[config.mk]
export PLATFORM = sky130hd
export DESIGN_NAME = pdp8l_tty_fifo_flat
export DESIGN_NICKNAME = d
export VERILOG_FILES = /design/src/rtl/pdp8l_tty_fifo_if.sv /design/src/rtl/pdp8l_tty_fifo.sv /design/src/flat_wrapper.sv
export SDC_FILE = /design/constraint.sdc
export NUM_CORES = 1
export LEC_CHECK = 0
export BUFFER_PORTS_ARGS = -buffer_cell sky130_fd_sc_hd__buf_2
export CAP_MARGIN = 20
export CORE_ASPECT_RATIO = 1.1
export CORE_MARGIN = 1
export CORE_UTILIZATION = 55
export DETAILED_ROUTE_END_ITERATION = 8
export GPL_TIMING_DRIVEN = 1
export HOLD_SLACK_MARGIN = 0.08
export PLACE_DENSITY = 0.76
export SLEW_MARGIN = 30
export SYNTH_ARGS = -nofsm -noshare
export SYNTH_HDL_FRONTEND = slang
export SYNTH_SLANG_ARGS = --single-unit
export TNS_END_PERCENT = 5
[constraint.sdc]
create_clock -name CLOCK -period 3.05 [get_ports CLOCK]
set_clock_uncertainty 0.05 [all_clocks]
set_input_delay 0.4575 -clock CLOCK [delete_from_list [all_inputs] [get_ports CLOCK]]
set_output_delay 0.4575 -clock CLOCK [all_outputs]
set_load 0.02 [all_outputs]
[src/rtl/pdp8l_tty_fifo_if.sv]
// pdp8l_tty_fifo_if
//   Bus bundle for the buffered PDP-8/L teletype interface.
//   ARM register bus : armwrite, armwaddr, armwdata, armraddr -> armrdata
//   IOP bus          : iopstart, iopstop, ioopcode, cputodev
//                      -> devtocpu, AC_CLEAR, IO_SKIP, INT_RQST
//   master = ARM/CPU side (drives strobes), slave = the teletype block.
interface pdp8l_tty_fifo_if;
    logic        armwrite;
    logic [2:0]  armraddr;
    logic [2:0]  armwaddr;
    logic [31:0] armwdata;
    logic [31:0] armrdata;
    logic        iopstart;
    logic        iopstop;
    logic [11:0] ioopcode;
    logic [11:0] cputodev;
    logic [11:0] devtocpu;
    logic        AC_CLEAR;
    logic        IO_SKIP;
    logic        INT_RQST;

    modport master (
        output armwrite, armraddr, armwaddr, armwdata,
        output iopstart, iopstop, ioopcode, cputodev,
        input  armrdata, devtocpu, AC_CLEAR, IO_SKIP, INT_RQST
    );

    modport slave (
        input  armwrite, armraddr, armwaddr, armwdata,
        input  iopstart, iopstop, ioopcode, cputodev,
        output armrdata, devtocpu, AC_CLEAR, IO_SKIP, INT_RQST
    );
endinterface

[src/rtl/pdp8l_tty_fifo.sv]
// pdp8l_tty_fifo
//   Buffered PDP-8/L teletype: keyboard FIFO (ARM pushes, CPU pops) and
//   printer FIFO (CPU pushes, ARM pops), each 2**DEPTHLOG2 x 12 bits.
//   CLOCK, RESET (sync, active-high) : clock / full reset
//   CSTEP                            : IOP inputs sampled only when high
//   BINIT                            : bus init, flushes both FIFOs
//   bus (slave)                      : ARM register bus + IOP bus
module pdp8l_tty_fifo #(
    parameter logic [5:0] KBDEV     = 6'o03,
    parameter int         DEPTHLOG2 = 4
) (
    input  logic CLOCK,
    input  logic RESET,
    input  logic CSTEP,
    input  logic BINIT,
    pdp8l_tty_fifo_if.slave bus
);
    localparam int DEPTH = 1 << DEPTHLOG2;
    localparam int CW    = DEPTHLOG2 + 1;
    localparam logic [CW-1:0]        FULLCNT = CW'(DEPTH);
    localparam logic [DEPTHLOG2-1:0] PTR1    = DEPTHLOG2'(1);
    localparam logic [11:0] KBIO = 12'o6000 + {3'b000, KBDEV, 3'b000};
    localparam logic [11:0] TTIO = KBIO + 12'o0010;

    logic [11:0]          kbmem_q [DEPTH];
    logic [11:0]          prmem_q [DEPTH];
    logic [DEPTHLOG2-1:0] kbwp_q, kbwp_d, kbrp_q, kbrp_d;
    logic [DEPTHLOG2-1:0] prwp_q, prwp_d, prrp_q, prrp_d;
    logic [CW-1:0]        kbcnt_q, kbcnt_d, prcnt_q, prcnt_d;
    logic [15:0]          kbovr_q, kbovr_d, provr_q, provr_d;
    logic                 enable_q, enable_d, intenab_q, intenab_d;
    logic                 prflag_q, prflag_d;
    logic [11:0]          devtocpu_q, devtocpu_d;
    logic                 ac_clear_q, ac_clear_d, io_skip_q, io_skip_d;

    logic        kbflag, kbfull, prne, prfull, int_rqst;
    logic [11:0] kbhead, prhead;
    logic        arm_wr1, arm_wr2, arm_wr4, iop_go;
    logic        op_ksf, op_kcc, op_krs, op_kie, op_krb;
    logic        op_tsf, op_tcf, op_tpc, op_tsk, op_tls;
    logic        kb_flush, kb_push_req, kb_push, kb_pop, kb_ovr;
    logic        pr_flush, pr_pop_req, pr_push_req, pr_push, pr_pop, pr_ovr;

    assign kbflag   = (kbcnt_q != '0);
    assign kbfull   = (kbcnt_q == FULLCNT);
    assign prne     = (prcnt_q != '0);
    assign prfull   = (prcnt_q == FULLCNT);
    assign kbhead   = kbflag ? kbmem_q[kbrp_q] : 12'o0000;
    assign prhead   = prne   ? prmem_q[prrp_q] : 12'o0000;
    assign int_rqst = intenab_q & (kbflag | prflag_q);

    assign arm_wr1 = bus.armwrite && (bus.armwaddr == 3'd1);
    assign arm_wr2 = bus.armwrite && (bus.armwaddr == 3'd2);
    assign arm_wr4 = bus.armwrite && (bus.armwaddr == 3'd4);

    assign iop_go = CSTEP & bus.iopstart & enable_q;
    assign op_ksf = iop_go && (bus.ioopcode == KBIO + 12'd1);
    assign op_kcc = iop_go && (bus.ioopcode == KBIO + 12'd2);
    assign op_krs = iop_go && (bus.ioopcode == KBIO + 12'd4);
    assign op_kie = iop_go && (bus.ioopcode == KBIO + 12'd5);
    assign op_krb = iop_go && (bus.ioopcode == KBIO + 12'd6);
    assign op_tsf = iop_go && (bus.ioopcode == TTIO + 12'd1);
    assign op_tcf = iop_go && (bus.ioopcode == TTIO + 12'd2);
    assign op_tpc = iop_go && (bus.ioopcode == TTIO + 12'd4);
    assign op_tsk = iop_go && (bus.ioopcode == TTIO + 12'd5);
    assign op_tls = iop_go && (bus.ioopcode == TTIO + 12'd6);

    // Flush beats any same-cycle push or pop, and a discarded push is
    // not an overrun. A pop in the same cycle frees the slot a full push needs.
    assign kb_flush    = BINIT | (arm_wr1 & bus.armwdata[29]);
    assign kb_push_req = arm_wr1 & ~bus.armwdata[29];
    assign kb_pop      = (op_kcc | op_krb) & kbflag & ~kb_flush;
    assign kb_push     = kb_push_req & ~kb_flush & (~kbfull | kb_pop);
    assign kb_ovr      = kb_push_req & ~kb_flush & kbfull & ~kb_pop;

    assign pr_flush    = BINIT | (arm_wr2 & bus.armwdata[29]);
    assign pr_pop_req  = arm_wr2 & bus.armwdata[31];
    assign pr_push_req = op_tpc | op_tls;
    assign pr_pop      = pr_pop_req & prne & ~pr_flush;
    assign pr_push     = pr_push_req & ~pr_flush & (~prfull | pr_pop);
    assign pr_ovr      = pr_push_req & ~pr_flush & prfull & ~pr_pop;

    always_comb begin
        kbwp_d  = kbwp_q;
        kbrp_d  = kbrp_q;
        kbcnt_d = kbcnt_q;
        if (kb_flush) begin
            kbwp_d  = '0;
            kbrp_d  = '0;
            kbcnt_d = '0;
        end else begin
            if (kb_push) kbwp_d = kbwp_q + PTR1;
            if (kb_pop)  kbrp_d = kbrp_q + PTR1;
            if (kb_push && !kb_pop) kbcnt_d = kbcnt_q + CW'(1);
            if (!kb_push && kb_pop) kbcnt_d = kbcnt_q - CW'(1);
        end

        prwp_d  = prwp_q;
        prrp_d  = prrp_q;
        prcnt_d = prcnt_q;
        if (pr_flush) begin
            prwp_d  = '0;
            prrp_d  = '0;
            prcnt_d = '0;
        end else begin
            if (pr_push) prwp_d = prwp_q + PTR1;
            if (pr_pop)  prrp_d = prrp_q + PTR1;
            if (pr_push && !pr_pop) prcnt_d = prcnt_q + CW'(1);
            if (!pr_push && pr_pop) prcnt_d = prcnt_q - CW'(1);
        end

        kbovr_d = kbovr_q;
        provr_d = provr_q;
        if (arm_wr4) begin
            kbovr_d = '0;
            provr_d = '0;
        end else begin
            if (kb_ovr && kbovr_q != 16'hFFFF) kbovr_d = kbovr_q + 16'd1;
            if (pr_ovr && provr_q != 16'hFFFF) provr_d = provr_q + 16'd1;
        end

        enable_d  = arm_wr1 ? bus.armwdata[30] : enable_q;
        intenab_d = BINIT ? 1'b1 : (op_kie ? bus.cputodev[0] : intenab_q);

        // Later assignments win: ARM pop's set overrides TCF/TLS, BINIT overrides all.
        prflag_d = prflag_q;
        if (op_tcf)     prflag_d = 1'b0;
        if (op_tls)     prflag_d = (prcnt_d != FULLCNT);
        if (pr_pop_req) prflag_d = 1'b1;
        if (BINIT)      prflag_d = 1'b0;

        devtocpu_d = devtocpu_q;
        ac_clear_d = ac_clear_q;
        io_skip_d  = io_skip_q;
        if (iop_go) begin
            if (op_ksf)          io_skip_d  = kbflag;
            if (op_kcc | op_krb) ac_clear_d = 1'b1;
            if (op_krs | op_krb) devtocpu_d = kbhead;
            if (op_tsf)          io_skip_d  = prflag_q;
            if (op_tsk)          io_skip_d  = int_rqst;
        end else if (CSTEP && bus.iopstop && !bus.iopstart) begin
            devtocpu_d = '0;
            ac_clear_d = 1'b0;
            io_skip_d  = 1'b0;
        end
    end

    always_ff @(posedge CLOCK) begin
        if (RESET) begin
            kbwp_q     <= '0;
            kbrp_q     <= '0;
            kbcnt_q    <= '0;
            prwp_q     <= '0;
            prrp_q     <= '0;
            prcnt_q    <= '0;
            kbovr_q    <= '0;
            provr_q    <= '0;
            enable_q   <= 1'b1;
            intenab_q  <= 1'b1;
            prflag_q   <= 1'b0;
            devtocpu_q <= '0;
            ac_clear_q <= 1'b0;
            io_skip_q  <= 1'b0;
        end else begin
            kbwp_q     <= kbwp_d;
            kbrp_q     <= kbrp_d;
            kbcnt_q    <= kbcnt_d;
            prwp_q     <= prwp_d;
            prrp_q     <= prrp_d;
            prcnt_q    <= prcnt_d;
            kbovr_q    <= kbovr_d;
            provr_q    <= provr_d;
            enable_q   <= enable_d;
            intenab_q  <= intenab_d;
            prflag_q   <= prflag_d;
            devtocpu_q <= devtocpu_d;
            ac_clear_q <= ac_clear_d;
            io_skip_q  <= io_skip_d;
        end
    end

    // Storage needs no reset: entries are only visible while counted.
    always_ff @(posedge CLOCK) begin
        if (!RESET && kb_push) kbmem_q[kbwp_q] <= bus.armwdata[11:0];
        if (!RESET && pr_push) prmem_q[prwp_q] <= bus.cputodev;
    end

    always_comb begin
        bus.armrdata = '0;
        case (bus.armraddr)
            3'd0: bus.armrdata = {16'h5446, 4'h1, 4'(DEPTHLOG2), 8'h0A};
            3'd1: bus.armrdata = {kbflag, enable_q, kbfull, 13'b0, 4'(kbcnt_q), kbhead};
            3'd2: bus.armrdata = {prflag_q, prne, prfull, 13'b0, 4'(prcnt_q), prhead};
            3'd3: bus.armrdata = {23'b0, intenab_q, 2'b0, KBDEV};
            3'd4: bus.armrdata = {kbovr_q, provr_q};
            default: bus.armrdata = '0;
        endcase
    end

    assign bus.devtocpu = devtocpu_q;
    assign bus.AC_CLEAR = ac_clear_q;
    assign bus.IO_SKIP  = io_skip_q;
    assign bus.INT_RQST = int_rqst;
endmodule

[src/flat_wrapper.sv]
// flat-port wrapper written by rule: the top's interface ports become plain ports
module pdp8l_tty_fifo_flat 
#(
    parameter logic [5:0] KBDEV     = 6'o03,
    parameter int         DEPTHLOG2 = 4
)
  (CLOCK, RESET, CSTEP, BINIT, bus_armwrite, bus_armraddr, bus_armwaddr, bus_armwdata, bus_iopstart, bus_iopstop, bus_ioopcode, bus_cputodev, bus_armrdata, bus_devtocpu, bus_AC_CLEAR, bus_IO_SKIP, bus_INT_RQST);
  pdp8l_tty_fifo_if bus_i ();
  input  logic CLOCK;
  input  logic RESET;
  input  logic CSTEP;
  input  logic BINIT;
  input wire logic [$bits(bus_i.armwrite)-1:0] bus_armwrite;
  input wire logic [$bits(bus_i.armraddr)-1:0] bus_armraddr;
  input wire logic [$bits(bus_i.armwaddr)-1:0] bus_armwaddr;
  input wire logic [$bits(bus_i.armwdata)-1:0] bus_armwdata;
  input wire logic [$bits(bus_i.iopstart)-1:0] bus_iopstart;
  input wire logic [$bits(bus_i.iopstop)-1:0] bus_iopstop;
  input wire logic [$bits(bus_i.ioopcode)-1:0] bus_ioopcode;
  input wire logic [$bits(bus_i.cputodev)-1:0] bus_cputodev;
  output wire logic [$bits(bus_i.armrdata)-1:0] bus_armrdata;
  output wire logic [$bits(bus_i.devtocpu)-1:0] bus_devtocpu;
  output wire logic [$bits(bus_i.AC_CLEAR)-1:0] bus_AC_CLEAR;
  output wire logic [$bits(bus_i.IO_SKIP)-1:0] bus_IO_SKIP;
  output wire logic [$bits(bus_i.INT_RQST)-1:0] bus_INT_RQST;
  assign bus_i.armwrite = bus_armwrite;
  assign bus_i.armraddr = bus_armraddr;
  assign bus_i.armwaddr = bus_armwaddr;
  assign bus_i.armwdata = bus_armwdata;
  assign bus_i.iopstart = bus_iopstart;
  assign bus_i.iopstop = bus_iopstop;
  assign bus_i.ioopcode = bus_ioopcode;
  assign bus_i.cputodev = bus_cputodev;
  assign bus_armrdata = bus_i.armrdata;
  assign bus_devtocpu = bus_i.devtocpu;
  assign bus_AC_CLEAR = bus_i.AC_CLEAR;
  assign bus_IO_SKIP = bus_i.IO_SKIP;
  assign bus_INT_RQST = bus_i.INT_RQST;
  pdp8l_tty_fifo #(.KBDEV(KBDEV), .DEPTHLOG2(DEPTHLOG2)) u_core (.CLOCK(CLOCK), .RESET(RESET), .CSTEP(CSTEP), .BINIT(BINIT), .bus(bus_i));
endmodule
==> results.cfg, run 1 <==
[logic_synthesis]
seq_area_frac_synth_pct = 68.3
avgSynthCellArea_um2 = 16.7
synthesis.area_um2 = 19300
yosys_most_used_dff = edfxtp_1
synthArstFlopShare_pct = 0
synth_top_area_share_pct = 59.7
synth_edf_count = 384
syn-num-nets = 1242
ys_warn_count = 0
yosysTopAreaCell = edfxtp_1
synth_area_leaders = edfxtp_1 60%, mux4_2 14%, dfxtp_1 8.6%
netlist_instances = 1153
ys_ff_latch = 467
synth_cell_types = 61

[worst_setup_path]
worst_ep_arrival_time_ns = 2.84
slowest_delay_ns = 0.53
endpoint_kind = primary output
cp_num_buf_inv = 3
crit_fanout = 5
crit_family = multiplexers
cp_cell_sequence = buf_8, buf_4, mux4_2, mux4_2, a21oi_2, nor3b_1, a221o_1, buf_6
path_common_cell = mux4_2
cpMaxStageDelayCell = mux4_2
worstSetupPathType = reg -> out
required_ns = 2.54
crit_path_start_kind = flip-flop

[clock_tree]
clk_pin_slew_ns = 0.07
clk_latency_ns = 0.57
cts_buffer_depth = 3
cts_tree = yes
cts_root_buffer = clkbuf_16
htree_num_levels = 2
cts.sinks = 467
cts_made_buffers = 45

[layout]
multi_input_area_um2 = 5800
register_area_um2 = 13200
diodes = 0
fin_cells = 1810
final_common_cell = edfxtp_1
fill_cells = 2284
areaGrowthSynthToFinish_pct = 17.2
final_cell_mix = 384 x edfxtp_1, 120 x mux4_2, 105 x nor2_1
final_util_pct = 65.8
finalNetCount = 1427
drive_above_1_share_pct = 30.0

[floorplan]
initial_core_util_pct = 56.2
die_area_um2 = 35900
pin_count = 116
placementRows = 71
core_um2 = 34400
die_y_um = 199
die_w_um = 181

[pwr]
pwr-share-comb_pct = 1.8
power.leakage_nw = 7.43
p_int_mw = 9.99
p_clk_share_pct = 43.1
p_sw_share_pct = 19.9
p_seq_share_pct = 55.2
power.switching_mw = 2.49
ir_drop_uv = 557
power_density_nw_per_um2 = 551

[status]
failed_checks = setup timing
status = complete, but fails checks

[timing]
fmax_mhz = 298
period_minus_slack_ns = 3.35
timing.final.ws_setup_ns = -0.301
hold_viol_final = 0
slew_viol_final = 0
fin_crit_sh_pct = 110
tightest_slew_ns = 0.855
rsz0062_at_grt = true
setup_viol = 12
worst_hold_slack_ns = 0.184
max-slew-margin-rel_pct = 42.9

[grt]
grt_pass1_vias = 11100
antenna_found_initial = 2
grt_util_all_layers_pct = 25.3
gr-total-overflow = 0
grt_max_degree = 49
grt_pass1_wl_mm = 66.5

[route]
vias = 11200
dr.first_iter.drc_count = 1031
route.detailed.drc = 0
viasPerCell = 6.17
wirelength_mm = 44.6
antenna_left = 0
dr.pass1.iters = 5
wl_per_cell_um = 24.6

[place]
hpwlAfterDp_mm = 26.9
port-buffer-count = 98
dp_cells = 1716
place.gp.congestion = 0.925

[run]
maxCapViolations = 0

[hold_path]
hp-class = in -> reg
==> sequential cells by signal, indices dropped and copies added (netlist names), 4 cells and up, named ones only <==
name,cells
u_core.bus.devtocpu,12
u_core.kbcnt_q,5
u_core.kbmem_q,192
u_core.kbovr_q,16
u_core.kbrp_q,4
u_core.kbwp_q,4
u_core.prcnt_q,5
u_core.prmem_q,192
u_core.provr_q,16
u_core.prrp_q,4
u_core.prwp_q,4
==> metal layers <==
metal	up-vias	global-route usage, %	share of wire [%]
met5	-	0	0.049
li1	4917	-	-
met2	465	44.5	52
met4	4	8.29	2.5
met1	5715	32.3	39
met3	74	3.95	6.8
==> synth_stat cells, types with 5 or more instances <==
cell type / n
xnor2_1: 34
and2_1: 19
buf_6: 7
and3_1: 12
buf_2: 8
a22oi_1: 30
mux4_2: 120
nand2_1: 58
ha_1: 19
nor3_1: 22
nor4_1: 16
xor2_1: 13
inv_1: 26
nor3b_1: 7
nor2_1: 106
clkbuf_1: 30
o21ai_0: 17
edfxtp_1: 384
a21oi_1: 26
buf_4: 5
dfxtp_1: 83
or3_1: 6
nand4_1: 10
nand3_1: 26
==> logic make-up (layout without fill, tap and decap cells) <==
group,after synthesis,count (layout),synth area share [%]
flip-flops,467,467,68.3
AND/OR/NAND/NOR,323,323,8.85
multiplexers,123,123,14.2
AO/OA/AOI/OAI,95,95,3.26
buffers and inverters,78,297,1.94
XOR/XNOR,47,47,2.13
adder cells (fa/ha/maj),20,20,1.34
==> worst min-delay path, delay by kind of cell <==
kind	cells	cell delay, ns
and+or+nand+nor	2	0.16
buffers and inverters	1	0.15
==> through the flow <==
| step | power, mW | setup WS (ns) | setup TNS (ns) | instance area, um2 |
|---|---|---|---|---|
| 2_1_floorplan | 7.10 | 0.0298 | 0 | 19300 |
| 3_3_place_gp | 7.22 | 0.0309 | 0 | 20900 |
| 3_5_place_dp | 7.24 | -0.0846 | -0.0846 | 20900 |
| 4_1_cts | 12.5 | -0.287 | -3.01 | 22600 |
| 5_1_grt | 12.8 | -0.365 | -3.73 | 22600 |
| 6_report | 12.5 | -0.301 | -2.92 | 22600 |
==> cell type report <==
type	count	area share (%)
Inverter	26	0.431
Multi-Input combinational cell	608	25.6
Tap cell	438	2.42
Timing Repair Buffer	190	6.91
Sequential cell	467	58.3
Clock buffer	59	5.48
Clock inverter	22	0.774
==> power by group through the flow <==
stage | sequential (mW) | combinational, mW | clock (mW)
5_1_grt | 6.88 | 0.235 | 5.66
3_3_place_gp | 7.02 | 0.202 | 0
4_1_cts | 6.89 | 0.216 | 5.43
2_1_floorplan | 7.03 | 0.0730 | 0
3_5_place_dp | 7.02 | 0.212 | 0
6_report | 6.89 | 0.219 | 5.37
==> path summary, 6_finish.rpt <==
path | cells past startpoint | end | slack [ns] | startpoint
max | 8 | bus_armrdata[0] | -0.30 | flip-flop
min | 3 | u_core.intenab_q$_SDFFE_PP1P_ | 0.18 | BINIT
max reg2reg | 11 | u_core.kbcnt_q[4]$_SDFFE_PP0P_ | 0.14 | u_core.enable_q$_SDFFE_PP1N_
min reg2reg | 2 | u_core.bus.AC_CLEAR$_SDFFE_PP0P_ | 0.44 | u_core.bus.AC_CLEAR$_SDFFE_PP0P_
==> repair_timing <==
action	in CTS	in global routing
setup buffers	11	0
setup endpoints to repair	12	135
resized for setup	31	10
hold buffers	1	0
cloned	1	1
hold endpoints to repair	1	0
pin swaps	12	5
No activity file was read; power rests on OpenSTA's default activity.
==> run 2, diff against run 1 <==
ABC_AREA = 1   (was unset)
==> run 2 against run 1 <==
The flow now finishes without violations. Worst setup slack gained 0.35 ns. Power shrank 0.67%. Sequential power is essentially flat. Final cell count grew 36%. Global-route usage grew 0.51 points. Synthesized cell count grew 53%. Synthesized area grew 4.7%. Largest cell class unchanged. Largest power group unchanged.
==> results.cfg, run 2 <==
[status]
status = complete, no violations

[grt]
grt_util_all_layers_pct = 25.8
grt_pass1_vias = 13600
gr-total-overflow = 0
grt_pass1_wl_mm = 73.2
grt_max_degree = 48
antenna_found_initial = 0

[timing]
fin_crit_sh_pct = 98.5
max-slew-margin-rel_pct = 48.1
fmax_mhz = 333
hold_viol_final = 0
slew_viol_final = 0
timing.final.ws_setup_ns = 0.0470
rsz0062_at_grt = true
tightest_slew_ns = 0.778
period_minus_slack_ns = 3.00
setup_viol = 0

[clock_tree]
clk_latency_ns = 0.58
cts_root_buffer = clkbuf_16
cts_buffer_depth = 3
cts_tree = yes
htree_num_levels = 2
cts.sinks = 467
cts_made_buffers = 46
clk_pin_slew_ns = 0.06

[floorplan]
initial_core_util_pct = 55.9
pin_count = 116
die_y_um = 203
core_um2 = 36200
placementRows = 73
die_area_um2 = 37500
die_w_um = 185

[place]
place.gp.congestion = 0.867
port-buffer-count = 98
place_ws_ns = 0.0476
hpwlAfterDp_mm = 31.2
dpl-instance-area_um2 = 21800

[layout]
largestRegisters = u_core.kbmem_q x192, u_core.prmem_q x192
final_common_cell = edfxtp_1
final_cell_mix = 384 x edfxtp_1, 196 x inv_1, 169 x o21ai_0
final_util_pct = 65.1
drive_above_1_share_pct = 17.4
fin_area_um2 = 23600
areaGrowthSynthToFinish_pct = 16.5
diodes = 0
finalNetCount = 2034

[worst_setup_path]
worst_ep_arrival_time_ns = 2.50
cp_num_cells = 10
cp_num_buf_inv = 3
crit_family = compound AO/OA/AOI/OAI gates
crit_path_start_kind = flip-flop
endpoint_kind = primary output
worstSetupPathType = reg -> out
crit_path_end = bus_armrdata[6]
reg2regPathDepth = 14
r2r-end = u_core.kbcnt_q[4]$_SDFFE_PP0P_
cp_cell_sequence = buf_8, buf_16, a21oi_1, o21ai_0, o21ai_0, o21ai_1, o22ai_2, nand2_1, o211ai_1, buf_4
reg2reg_from = u_core.kbcnt_q[1]$_SDFFE_PP0P_
path_common_cell = o21ai_0
cpMaxStageDelayCell = dfxtp_4
slowest_delay_ns = 0.46
r2r_slack_ns = 0.27
required_ns = 2.54
crit_fanout = 22

[logic_synthesis]
syn-num-nets = 1854
synthesis.area_um2 = 20200
seq_area_frac_synth_pct = 65.2
ys_ff_latch = 467
synth-adder-area-share_pct = 1.27
yosysTopAreaCell = edfxtp_1
ys_top_cells_by_count = 384 x edfxtp_1, 196 x inv_1, 176 x o21ai_0
synth_xor_area_share_pct = 0.476
ys_warn_count = 0
synth_compound_area_share_pct = 13.1
netlist_instances = 1765
yosysMostFrequentCell = edfxtp_1
synth_cell_types = 57
avgSynthCellArea_um2 = 11.5
synth_mux_area_share_pct = 4.75
synth_top_family_by_area = compound AO/OA/AOI/OAI gates
synth_top_area_share_pct = 57.0
synth-simple-area-share_pct = 9.49
synth_edf_count = 384
synthArstFlopShare_pct = 0
yosys_most_used_dff = edfxtp_1
synth_area_leaders = edfxtp_1 57%, dfxtp_1 8.2%, mux2i_1 4.8%

[route]
wl_per_cell_um = 19.6
dr.pass1.iters = 5
wirelength_mm = 48.2
dr.first_iter.drc_count = 1276
antenna_left = 0
viasPerCell = 5.72
route.detailed.drc = 0
vias = 14100

[pwr]
p_int_mw = 9.95
power.switching_mw = 2.45
power_mw = 12.4
ir_drop_uv = 991
power_density_nw_per_um2 = 526
p_sw_share_pct = 19.7
power.leakage_nw = 8.31
p_clk_share_pct = 42.5
p_seq_share_pct = 55.6
pwr-share-comb_pct = 1.9

[hold_path]
hp-class = in -> reg

[run]
maxCapViolations = 0
## run 2: what timing repair did
| action | in CTS | in global routing |
|---|---|---|
| buffers inserted | 3 | 18 |
| endpoints found under the setup margin | 12 | 12 |
| pin swaps | 1 | 7 |
| cloned | 0 | 2 |
| hold buffers | 1 | 0 |
| gates resized for setup | 15 | 40 |
| endpoints found under the hold margin | 1 | 0 |
## run 2: worst min path at each step
| stage | startpoint | endpoint | slack, ns | depth (start not counted) |
|---|---|---|---|---|
| 6_report | BINIT | u_core.prflag_q$_SDFFE_PP0P_ | 0.17 | 4 |
| 3_5_place_dp | u_core.prrp_q[3]$_SDFFE_PP0N_ | u_core.prrp_q[3]$_SDFFE_PP0N_ | 0.39 | 1 |
| 3_3_place_gp | u_core.kbrp_q[3]$_SDFFE_PP0N_ | u_core.kbrp_q[3]$_SDFFE_PP0N_ | 0.37 | 1 |
| 5_1_grt | BINIT | u_core.prflag_q$_SDFFE_PP0P_ | 0.17 | 4 |
| 2_1_floorplan | u_core.prrp_q[3]$_SDFFE_PP0N_ | flip-flop | 0.36 | 1 |
| 4_1_cts | BINIT | u_core.prflag_q$_SDFFE_PP0P_ | 0.13 | 4 |
## run 2: through the flow
| stage | setup TNS [ns] | instances | hold slack, ns |
|---|---|---|---|
| floorplan | 0 | 1765 | 0.362 |
| finish | 0 | 2465 | 0.166 |
| CTS | -0.211 | 2445 | 0.133 |
| global route | -0.155 | 2465 | 0.170 |
| detailed placement | 0 | 2360 | 0.390 |
| global placement | 0 | 2360 | 0.373 |
## run 2: routing by layer
metal | vias up | GRT usage, % | wire length [um]
met1 | 6760 | 32.3 | 19100
met3 | 91 | 4.88 | 3530
met2 | 555 | 44.1 | 24000
li1 | 6683 | - | -
met5 | - | 0 | 0
met4 | 0 | 10.2 | 1620
## run 2: layout make-up
cell class / count / area [um2]
repair inverters: 1 / 7.51
well taps: 487 / 609
inverters: 209 / 793
clock buffers: 64 / 1240
fillers: 2692 / 12600
clock inverters: 17 / 149
repair buffers: 212 / 1570
flip-flops and latches: 467 / 13200
multi-input cells: 1008 / 5980
## run 2: worst min-delay path: stages
cell and delay, ns:
buf_2 0.09, nor2_1 0.07, inv_1 0.09, a21oi_2 0.03
## run 2: power groups by stage
stage / Clock [mW] / Combinational [mW] / Sequential (mW)
5_1_grt: 5.62 / 0.259 / 6.88
2_1_floorplan: 0 / 0.0804 / 7.03
3_5_place_dp: 0 / 0.232 / 7.02
4_1_cts: 5.37 / 0.234 / 6.89
6_report: 5.27 / 0.237 / 6.89
3_3_place_gp: 0 / 0.225 / 7.02
## run 2: kinds of logic after synthesis
kind of cell / Yosys count
compound gates: 470
xor+xnor: 11
fa+ha+maj: 20
buf+inv: 290
flops: 467
mux: 96
simple gates: 411
